[src/rtl/font_stream_ctrl.sv]
// font_stream_ctrl: renders a latched multi-digit octal value as a stream of
// 8-bit glyph columns (MSB digit first, columns left to right) read from an
// external combinational font ROM, with optional leading-zero blanking.
//
// Ports:
//   clk, rst_n           clock, asynchronous active-low reset
//   start                frame request, sampled only in IDLE
//   value                octal digits, digit k at bits [3k+2:3k]
//   blank_lz             leading-zero blanking enable, sampled with start
//   busy, done           frame in progress / one-cycle completion pulse
//   rom_digit/rom_column font ROM address (combinational from registers)
//   rom_data             font ROM column byte
//   col_data/col_valid/col_ready/col_last  column beat stream
module font_stream_ctrl #(
  parameter int unsigned NUM_DIGITS = 4,
  parameter int unsigned GLYPH_COLS = 5
) (
  input  logic                    clk,
  input  logic                    rst_n,
  input  logic                    start,
  input  logic [3*NUM_DIGITS-1:0] value,
  input  logic                    blank_lz,
  output logic                    busy,
  output logic                    done,
  output logic [2:0]              rom_digit,
  output logic [2:0]              rom_column,
  input  logic [7:0]              rom_data,
  output logic [7:0]              col_data,
  output logic                    col_valid,
  input  logic                    col_ready,
  output logic                    col_last
);

  localparam int unsigned VAL_W     = 3 * NUM_DIGITS;
  localparam logic [2:0]  FIRST_DIG = 3'(NUM_DIGITS - 1);
  localparam logic [2:0]  LAST_COL  = 3'(GLYPH_COLS - 1);

  typedef enum logic [1:0] {
    IDLE  = 2'd0,
    EMIT  = 2'd1,
    FLUSH = 2'd2
  } state_t;

  state_t             state;
  state_t             state_nxt;
  logic [VAL_W-1:0]   val_q;
  logic [2:0]         dig_idx;
  logic [2:0]         col_idx;
  logic               lz_active;
  logic [2:0]         cur_digit;
  logic               blank;
  logic               load;
  logic               hs;
  logic               final_beat;

  // Select the digit currently being rendered.
  always_comb begin
    cur_digit = 3'd0;
    for (int k = 0; k < int'(NUM_DIGITS); k++) begin
      if (dig_idx == 3'(k)) cur_digit = val_q[3*k +: 3];
    end
  end

  assign rom_digit  = cur_digit;
  assign rom_column = col_idx;

  // Digit 0 is never blanked so an all-zero value still shows one "0".
  assign blank      = lz_active && (cur_digit == 3'd0) && (dig_idx != 3'd0);
  assign load       = (state == EMIT) && (!col_valid || col_ready);
  assign hs         = col_valid && col_ready;
  assign final_beat = (dig_idx == 3'd0) && (col_idx == LAST_COL);

  // State register.
  always_ff @(posedge clk or negedge rst_n) begin
    if (!rst_n) state <= IDLE;
    else        state <= state_nxt;
  end

  // Next-state logic.
  always_comb begin
    state_nxt = state;
    case (state)
      IDLE:    if (start) state_nxt = EMIT;
      EMIT:    if (load && final_beat) state_nxt = FLUSH;
      FLUSH:   if (hs) state_nxt = IDLE;
      default: state_nxt = IDLE;
    endcase
  end

  // Frame counters, beat register and status outputs.
  always_ff @(posedge clk or negedge rst_n) begin
    if (!rst_n) begin
      val_q     <= '0;
      dig_idx   <= 3'd0;
      col_idx   <= 3'd0;
      lz_active <= 1'b0;
      col_data  <= 8'h00;
      col_valid <= 1'b0;
      col_last  <= 1'b0;
      busy      <= 1'b0;
      done      <= 1'b0;
    end else begin
      busy <= (state_nxt != IDLE);
      done <= (state == FLUSH) && hs;

      if (state == IDLE && start) begin
        val_q     <= value;
        dig_idx   <= FIRST_DIG;
        col_idx   <= 3'd0;
        lz_active <= blank_lz;
      end

      if (load) begin
        col_data  <= blank ? 8'h00 : rom_data;
        col_valid <= 1'b1;
        col_last  <= final_beat;
        if (col_idx == LAST_COL) begin
          col_idx <= 3'd0;
          // Hold the digit index on the final beat instead of wrapping.
          if (!final_beat) dig_idx <= dig_idx - 3'd1;
          if (!blank) lz_active <= 1'b0;
        end else begin
          col_idx <= col_idx + 3'd1;
        end
      end else if (hs) begin
        col_valid <= 1'b0;
        col_last  <= 1'b0;
      end
    end
  end

endmodule

[config.mk]
export PLATFORM = sky130hd
export DESIGN_NAME = font_stream_ctrl
export DESIGN_NICKNAME = d
export VERILOG_FILES = /design/src/rtl/font_stream_ctrl.sv
export SDC_FILE = /design/constraint.sdc
export NUM_CORES = 1
export LEC_CHECK = 0
export BUFFER_PORTS_ARGS = -buffer_cell sky130_fd_sc_hd__buf_4
export CAP_MARGIN = 30
export CORE_ASPECT_RATIO = 1.4
export CORE_MARGIN = 4
export CORE_UTILIZATION = 45
export DETAILED_ROUTE_END_ITERATION = 10
export PLACE_DENSITY = 0.7
export SLEW_MARGIN = 10
export SYNTH_ARGS = -nofsm -noshare
export SYNTH_HDL_FRONTEND = slang
export SYNTH_SLANG_ARGS = --single-unit
[constraint.sdc]
create_clock -name clk -period 2.5 [get_ports clk]
set_clock_uncertainty 0.2 [all_clocks]
set_input_delay 0.375 -clock clk [delete_from_list [all_inputs] [get_ports clk]]
set_output_delay 0.375 -clock clk [all_outputs]
set_load 0.005 [all_outputs]
Yosys cells after proc, flatten, opt, wreduce, memory -nomap -nowiden
Cells that the tools add are included.

cells by class
  $add $sub $neg = 2
  equal/unequal tests = 6
  mux-type cells = 23
  reductions and logical operators = 17

operators by type and width
  kind                                                                   count
  3-bit two-way mux                                                      11
  1-bit logical AND                                                      8
  8-bit two-way mux                                                      1
  1-bit two-way mux                                                      7
  3-bit by 2-bit equality test with 1-bit output, second input constant  2
  3-bit logical NOT                                                      2
  2-bit two-way mux                                                      3
  2-bit one-hot mux with 3 select lines                                  1
  2-bit nonzero test                                                     3
  3-bit by 1-bit adder with 3-bit output, second input constant          1
  3-bit by 1-bit equality test with 1-bit output, second input constant  1
  3-bit equality test, second input constant                             1
  3-bit nonzero test                                                     1
  3-bit by 1-bit subtractor with 3-bit output, second input constant     1
  2-bit by 1-bit equality test with 1-bit output, second input constant  1
  2-bit equality test, second input constant                             1
  2-bit logical NOT                                                      1
  1-bit logical NOT                                                      1
  1-bit logical OR                                                       1

storage, ports and cells
  bits in registers = 33
  bits of input ports = 25

Depth between registers and ports, before layout
Gate-level depths: netlist of the first run.

  word-level depth = 11
  mapped depth = 7

Worst setup path after synthesis of the first run
Ideal clock, no wire load.

  path type = reg2out
  start = reg dig_idx[1]
  end = out rom_digit[0]
  data arrival time = 1.428 ns
  required time = 1.925 ns
  setup slack = 0.497 ns
  cell stages (with the launch flop) = 6
  path buffers = 0
  path through = dfrtp_1 -> inv_1 -> ha_1 -> nand3b_1 -> a221oi_1 -> or2_2

between the ends
  longest elaborated chain between the ends = 5
  elaborated cells between the ends (all ways) = 8
  classes of those cells = 3 x eq/ne; 4 x mux; 1 x reduce/logical

ends and longest elaborated chain
  element                          line  source
  from (decl)                      47    logic [2:0] dig_idx;
  from (signal assigned)           120   if (!final_beat) dig_idx <= dig_idx - 3'd1;
  3-bit logical NOT                60    if (dig_idx == 3'(k)) cur_digit = val_q[3*k +: 3];
  3-bit two-way mux (3 in series)  60
  3-bit two-way mux (*)            60
  to (decl)                        25    output logic [2:0] rom_digit,

Mark *: on every way between the ends. The rest lies on a longest branch, timed or not.

Final worst setup path of the first run
  start = reg dig_idx[1]
  end = out rom_digit[2]

Same word-level chain as after synthesis.

==> results of run 1 <==
==> metrics by stage <==
stage | hold slack (ps) | utilization | setup TNS [ps] | cells | worst slack [ps]
floorplan | -121 | - | 0 | 143 | 497
global placement | 134 | 0.580 | 0 | 223 | 340
detailed placement | 145 | 0.580 | 0 | 223 | 252
CTS | 89.0 | 0.611 | 0 | 231 | 53.3
global route | 88.3 | 0.617 | -12.2 | 232 | -12.2
finish | 96.2 | 0.617 | 0 | 232 | 126
==> cell type report <==
type	count	area share
clock buffer	7	0.0403
inverter	7	0.0123
multi-input combinational	98	0.373
sequential	33	0.385
tap	40	0.0234
timing repair buffer	47	0.166
==> path summary, 6_finish.rpt <==
path / endpoint / start / slack [ps] / cells past startpoint
min: val_q[7]$_DFFE_PN0P_ / value[7] / 100 / 3
max: rom_digit[2] / dig_idx[1]$_DFF_PN0_ / 130 / 6
min in group asynchronous: col_last$_DFFE_PN0P_ / rst_n / 380 / 2
min reg2reg: val_q[9]$_DFFE_PN0P_ / val_q[9]$_DFFE_PN0P_ / 320 / 1
max reg2reg: col_data[3]$_DFFE_PN0P_ / dig_idx[0]$_DFF_PN0_ / 390 / 6
max in group asynchronous: val_q[6]$_DFFE_PN0P_ / rst_n / 1430 / 2
==> state kept, by name, summed over array words and instances (netlist names) <==
register,count
rom_column,3
val_q,12
dig_idx,3
done,1
col_data,8
col_valid,1
col_last,1
lz_active,1
state,2
busy,1
==> critical path: stages, from the launching register on <==
cell	delay (ps)
dfrtp_1	390
inv_1	90
ha_1	240
nand3b_1	220
a221oi_4	310
a21o_1	150
buf_4	120
==> Yosys cell counts <==
| master | instances |
|---|---|
| a21o_1 | 2 |
| mux2i_1 | 11 |
| and2_1 | 2 |
| nand4_1 | 1 |
| o31ai_1 | 1 |
| or2_2 | 1 |
| mux2_1 | 1 |
| ha_1 | 7 |
| buf_4 | 2 |
| nor3b_1 | 1 |
| nor3_1 | 1 |
| o21ai_0 | 4 |
| nor2b_2 | 2 |
| nand3b_1 | 3 |
| nand4b_1 | 1 |
| a221oi_1 | 2 |
| nand2b_1 | 4 |
| nor4bb_1 | 1 |
| buf_6 | 1 |
| and2b_1 | 1 |
| nor3b_2 | 1 |
| or2_1 | 1 |
| mux2_4 | 1 |
| o211ai_1 | 1 |
| buf_2 | 2 |
| inv_1 | 7 |
| nand4_2 | 1 |
| a22o_1 | 2 |
| nor3_4 | 1 |
| a2111oi_4 | 1 |
| nor2_1 | 4 |
| a22oi_1 | 1 |
| nand2_1 | 12 |
| a221o_1 | 1 |
| nor2b_1 | 1 |
| mux2_2 | 9 |
| dfrtp_1 | 33 |
| a21oi_1 | 15 |
==> cell usage in the layout, fill, tap and decap left out, types with 2 or more instances in the layout <==
cell type / n
buf_4: 46
dfrtp_1: 33
a21oi_1: 15
nand2_1: 12
mux2i_1: 11
mux2_2: 9
inv_1: 7
ha_1: 6
clkbuf_8: 6
nand2b_1: 4
nor2_1: 4
o21ai_0: 4
nand3b_1: 3
and2_1: 2
nor2b_2: 2
a21o_1: 2
a22o_1: 2
==> repair_timing <==
action / CTS / global route
hold buffers: 1 / 0
endpoints found under the setup margin: 2 / 2
endpoints found under the hold margin: 33 / 0
gates resized for setup: 2 / 2
pin swaps: 0 / 1
buffers inserted: 0 / 1
==> layer usage <==
metal | vias to the layer above | track usage | routed length, um
li1 | 601 | - | -
met1 | 559 | 0.178 | 1290
met3 | 6 | 0.0469 | 196
met2 | 29 | 0.289 | 1840
met5 | - | 0 | 0
met4 | 0 | 0.0612 | 59
==> power by group <==
| group | internal, mW | total (mW) | switching, mW | leakage [nW] |
|---|---|---|---|---|
| logic | 0.617 | 1.19 | 0.573 | 0.592 |
| clock network | 0.218 | 0.397 | 0.179 | 0.0443 |
| registers | 0.755 | 0.911 | 0.156 | 0.391 |
==> logic make-up after synthesis <==
| family | share of synthesized area |
|---|---|
| fa+ha+maj | 0.0527 |
| flops | 0.497 |
| mux | 0.143 |
| buf+inv | 0.0377 |
| compound gates | 0.124 |
| simple gates | 0.146 |
==> metrics, run 1 <==
status=finished clean; Filler cells=298; IO buf count=42; CTS Sinks=33; initial antenna violation count=0; Inserted Clock Buffers=5; Leakage=1.03 nW; final max-slew violation count=0; register area=826 um^2; Row Count=25; antenna-violating nets left=0; minimum clock period after layout=2370 ps; GPL Wtd Cong=0.760; Mean Syn Cell Area=11.6 um^2; global-route wire length before repair=5810 um; Total Wirelength=3380 um; FMAX=421 MHz; peak supply drop=0.000734 V; Rel. slew slack=0.648; CTS H-tree depth=2; vias per std cell=5.15; grt ovf=0; # IOs=43; HPWL after detailed placement=2590 um; Ys Warns=0; Die Span X=59.4 um; crit start category=flop; Detailed Route Iter0 Violations=22; Die ar.=4740 um^2; Area Growth Syn to Fin=29.0%; CTS Buffer Depth=2; crit end category=output pin; core area=3470 um^2; Worst EP required=1920 ps; post-synth cell types=38; CTS root buffer=clkbuf_8; Seq/Total Area, Yosys=0.497; Worst Tran Pin Value=528 ps; Initial Util=0.479; Pwr Total=2.50 mW; PD cells=1170 nW/um^2; vias in the first global route=1267; Skew-Pair Late Insertion Delay=280 ps; number of synthesized register bits=33; post-DR wirelength/cell=14.6 um; Vias=1195; Synth area leaders=dfrtp_1 50%, mux2i_1 6.6%, mux2_2 6.1%; post-route design area=2140 um^2; Die Ht=79.9 um; Syn Nets=175; Post-Syn Area=1660 um^2; Final nets=224; classification of the worst setup path=flop to output pin; class of the worst hold path=input pin to flop; area of the multi-input gates=800 um^2; max-cap viol count=0; Hold Fails Final Rpt=0; largest net degree at the start of global routing=34; Final Setup Violations=0; clock slew seen by the registers of the worst setup and hold paths=60 ps; drt drc=0; RSZ-0062 raised after global routing=true; area share of the largest cell type after synthesis=0.497; crit path DAT=1800 ps; cell taking the most area after synthesis=dfrtp_1; Ant. Diodes=0; drt first pass iters=4; Worst Path Max Fanout=6; Tot GR Track Use=0.163; period utilization=0.950; Placed Area=2010 um^2; CTS tree=done; Gate Count Post-Synth=143; layout cells sized above 1=0.375
No activity file was read; power rests on OpenSTA's default activity.
==> run 2, diff against run 1 <==
==> constraint.sdc (replaced) <==
create_clock -name clk -period 2.5 [get_ports clk]
set_clock_uncertainty 0.2 [all_clocks]
set_input_delay 0.375 -clock clk [delete_from_list [all_inputs] [get_ports clk]]
set_output_delay 0.375 -clock clk [all_outputs]
set_load 0.1 [all_outputs]
==> metrics, run 2 (synthesis results as in run 1) <==
worst path buffer plus inverter count=2; drt first pass iters=4; # IOs=43; CP max stage delay=420 ps; Initial Util=0.479; CTS Sinks=33; most frequent cells in the layout=44 x buf_4, 32 x dfrtp_1, 15 x a21oi_1, 11 x nand2_1, 11 x mux2i_1; max FFs per register=12; Detailed Route Iter0 Violations=28; CTS Buffer Depth=2; Vias=1233; max-cap viol count=0; largest net degree at the start of global routing=34; antenna-violating nets left=0; CTS root buffer=clkbuf_8; layout cells sized above 1=0.418; vias per std cell=5.27; Ant. Diodes=0; Rel. slew slack=0.647; vias in the first global route=1249; crit end category=output pin; post-DR wirelength/cell=15.0 um; drt drc=0; Placed Cells=223; global-route wire length before repair=5650 um; Die ar.=4740 um^2; grt ovf=0; Skew-Pair Late Insertion Delay=280 ps; status=finished clean; HPWL after detailed placement=2630 um; class of the worst hold path=input pin to flop; crit path DAT=1900 ps; CTS tree=done; worst path cell trace=buf_4 > ha_2 > a21oi_1 > a221oi_4 > or2_4 > buf_12; clock slew seen by the registers of the worst setup and hold paths=60 ps; crit start category=flop; final max-slew violation count=0; Worst Tran Pin Value=530 ps; Total Wirelength=3520 um; GPL Wtd Cong=0.736; CTS H-tree depth=2; register area=827 um^2; initial antenna violation count=0; area of the multi-input gates=811 um^2; Filler cells=293; Die Span X=59.4 um; Area Growth Syn to Fin=33.7%; Final nets=225; Die Ht=79.9 um; Tot GR Track Use=0.159; Hold Fails Final Rpt=0; FMAX=405 MHz; Worst Path Max Fanout=6; IO buf count=42; Worst EP required=1920 ps; Final Instance Count excl. Fillers=234; delay-heaviest family, CP=flip-flops; Row Count=25; commonest non-fill, non-tap cell in the layout=buf_4; Largest regs=val_q (12), col_data (8); Final Setup Violations=0; core area=3470 um^2; period utilization=0.988; Inserted Clock Buffers=5; hold_ws=94.2 ps; Top reg by flops=val_q; minimum clock period after layout=2470 ps; classification of the worst setup path=flop to output pin; CP max-delay cell=dfrtp_1
## run 2: final timing paths
check / cells after the start / end / from / slack [ps]
worst min register to register: 1 / val_q[9]$_DFFE_PN0P_ / val_q[9]$_DFFE_PN0P_ / 310
max in group asynchronous: 2 / dig_idx[0]$_DFF_PN0_ / rst_n / 1400
worst max-delay path: 6 / rom_digit[0] / dig_idx[1]$_DFF_PN0_ / 30
worst min-delay path: 3 / val_q[6]$_DFFE_PN0P_ / value[6] / 90
min in group asynchronous: 2 / done$_DFF_PN0_ / rst_n / 370
worst max register to register: 7 / col_data[2]$_DFFE_PN0P_ / dig_idx[1]$_DFF_PN0_ / 330
## run 2: final cells by class
| class | instances | area share |
|---|---|---|
| multi-input cells | 98 | 0.365 |
| repair buffers | 48 | 0.176 |
| well taps | 40 | 0.0225 |
| clock buffers | 7 | 0.0389 |
| clock inverters | 1 | 0.0135 |
| flip-flops and latches | 33 | 0.372 |
| inverters | 7 | 0.0118 |
## run 2: what timing repair did
item,CTS,global route
buffers inserted,1,1
endpoints found under the setup margin,2,3
pin swaps,3,2
hold buffers,1,0
hold endpoints to repair,33,0
resized for setup,8,10
## run 2: per-stage QoR
stage | utilization | cell area [um^2] | setup slack, ps | TNS [ps]
after floorplan | - | 1660 | 145 | 0
after global placement | 0.580 | 2010 | 161 | 0
after detailed placement | 0.580 | 2010 | 76.1 | 0
after CTS | 0.628 | 2180 | 1.67 | 0
after global routing | 0.640 | 2220 | -33.8 | -40.0
final | 0.640 | 2220 | 29.7 | 0
## run 2: worst min-delay path: stages
cell and delay [ps]:
buf_4 70, nand2_1 30, o21ai_0 60
## run 2: routing by layer
layer | vias up | wire length (um) | part of all wire | global-route usage
li1 | 602 | - | - | -
met1 | 593 | 1370 | 0.39 | 0.165
met2 | 32 | 1890 | 0.54 | 0.289
met3 | 6 | 205 | 0.058 | 0.0469
met4 | 0 | 56 | 0.016 | 0.0612
met5 | - | 0 | 0 | 0
Power of run 2 is left out: the tool's default activity adds up to more than one toggle a clock period on the data nets, which glitch-free logic cannot reach.
==> run 3, diff against run 2 <==
--- a/config.mk
+++ b/config.mk
@@ -5,13 +5,15 @@
 export SDC_FILE = /design/constraint.sdc
 export NUM_CORES = 1
 export LEC_CHECK = 0
-export BUFFER_PORTS_ARGS = -buffer_cell sky130_fd_sc_hd__buf_4
 export CAP_MARGIN = 30
+export CELL_PAD_IN_SITES_DETAIL_PLACEMENT = 1
+export CELL_PAD_IN_SITES_GLOBAL_PLACEMENT = 1
 export CORE_ASPECT_RATIO = 1.4
 export CORE_MARGIN = 4
 export CORE_UTILIZATION = 45
 export DETAILED_ROUTE_END_ITERATION = 10
-export PLACE_DENSITY = 0.7
+export DONT_BUFFER_PORTS = 1
+export PLACE_DENSITY_LB_ADDON = 0.1
 export SLEW_MARGIN = 10
 export SYNTH_ARGS = -nofsm -noshare
 export SYNTH_HDL_FRONTEND = slang
==> metrics, run 3 (synthesis results as in run 1) <==
global-route wire length before repair=6290 um; class of the worst hold path=input pin to flop; status=finished clean; Rel. slew slack=0.647; Filler cells=384; post-DR wirelength/cell=18.7 um; commonest non-fill, non-tap cell in the layout=dfrtp_1; Worst Path Max Fanout=5; Skew-Pair Late Insertion Delay=280 ps; Inserted Clock Buffers=5; HPWL after detailed placement=2990 um; final max-slew violation count=0; IO buf count=0; Worst Tran Pin Value=530 ps; drt first pass iters=4; CTS root buffer=clkbuf_8; Ant. Diodes=0; FMAX=411 MHz; antenna-violating nets left=0; vias in the first global route=1349; crit path DAT=1860 ps; Hold Fails Final Rpt=0; clock slew seen by the registers of the worst setup and hold paths=60 ps; classification of the worst setup path=flop to output pin; grt ovf=0; largest net degree at the start of global routing=34; vias per std cell=5.70; Die Ht=79.9 um; crit start category=flop; period utilization=0.973; CTS H-tree depth=2; Die Span X=59.4 um; crit end category=output pin; # IOs=43; drt drc=0; max FFs per register=12; Detailed Route Iter0 Violations=27; Top reg by flops=val_q; GPL Wtd Cong=0.688; minimum clock period after layout=2430 ps; post-route design area=2070 um^2; Largest regs=val_q (12), col_data (8); Placed Area=1870 um^2; initial antenna violation count=0; max-cap viol count=0; layout cells sized above 1=0.345; Row Count=25; most frequent cells in the layout=31 x dfrtp_1, 21 x buf_4, 15 x a21oi_1, 11 x nand2_1, 11 x mux2i_1; Tot GR Track Use=0.181; Vias=1203; Total Wirelength=3940 um; Final nets=203; Worst EP required=1920 ps; CTS Sinks=33; CTS tree=done; CTS Buffer Depth=2; Die ar.=4740 um^2; Area Growth Syn to Fin=24.3%; Initial Util=0.479; core area=3470 um^2; Final Setup Violations=0; R2R Setup Slk=350 ps
run 3: worst paths after layout:
kind | start | end | depth (start not counted)
worst min register to register | val_q[9]$_DFFE_PN0P_ | val_q[9]$_DFFE_PN0P_ | 1
worst max register to register | dig_idx[0]$_DFF_PN0_ | col_data[1]$_DFFE_PN0P_ | 7
worst min-delay path | value[7] | val_q[7]$_DFFE_PN0P_ | 2
max in group asynchronous | rst_n | dig_idx[1]$_DFF_PN0_ | 2
min in group asynchronous | rst_n | col_last$_DFFE_PN0P_ | 2
worst max-delay path | dig_idx[0]$_DFF_PN0_ | rom_digit[1] | 5
run 3: worst max-delay path, stage by stage, from the launching register on:
cell and delay, ps:
dfrtp_2 460, ha_1 230, or2_1 260, a221o_1 340, nand2_2 110, buf_12 170
run 3: metal layers:
layer  vias up  track usage  part of all wire
met3        12       0.0680             0.074
met5         -            0                 0
met4         0       0.0862             0.031
met1       594        0.177              0.34
met2        38        0.322              0.55
li1        559            -                 -
run 3: area by class of cell:
cell class / count / area [um^2] / area share
Clock buffer: 7 / 86.3 / 0.0418
Inverter: 7 / 26.3 / 0.0127
Multi-Input combinational cell: 98 / 827 / 0.400
Sequential cell: 33 / 828 / 0.401
Tap cell: 40 / 50.0 / 0.0242
Timing Repair Buffer: 26 / 248 / 0.120
run 3: repair_timing:
item                                   CTS  global route
hold buffers                             2             0
pin swaps                                2             0
gates resized for setup                  3            10
setup buffers                            2             1
setup endpoints to repair                2             3
endpoints found under the hold margin   33             0
run 3: through the flow:
step,setup slack [ps],utilization,setup TNS (ps),cells,hold WS [ps]
global route,-2.52,0.595,-3.37,211,22.9
global placement,253,0.539,0,199,-120
floorplan,145,-,0,143,-121
CTS,31.8,0.581,0,210,8.96
finish,66.6,0.595,0,211,20.2
detailed placement,142,0.539,0,199,-120
Power of run 3 is left out for the same reason.
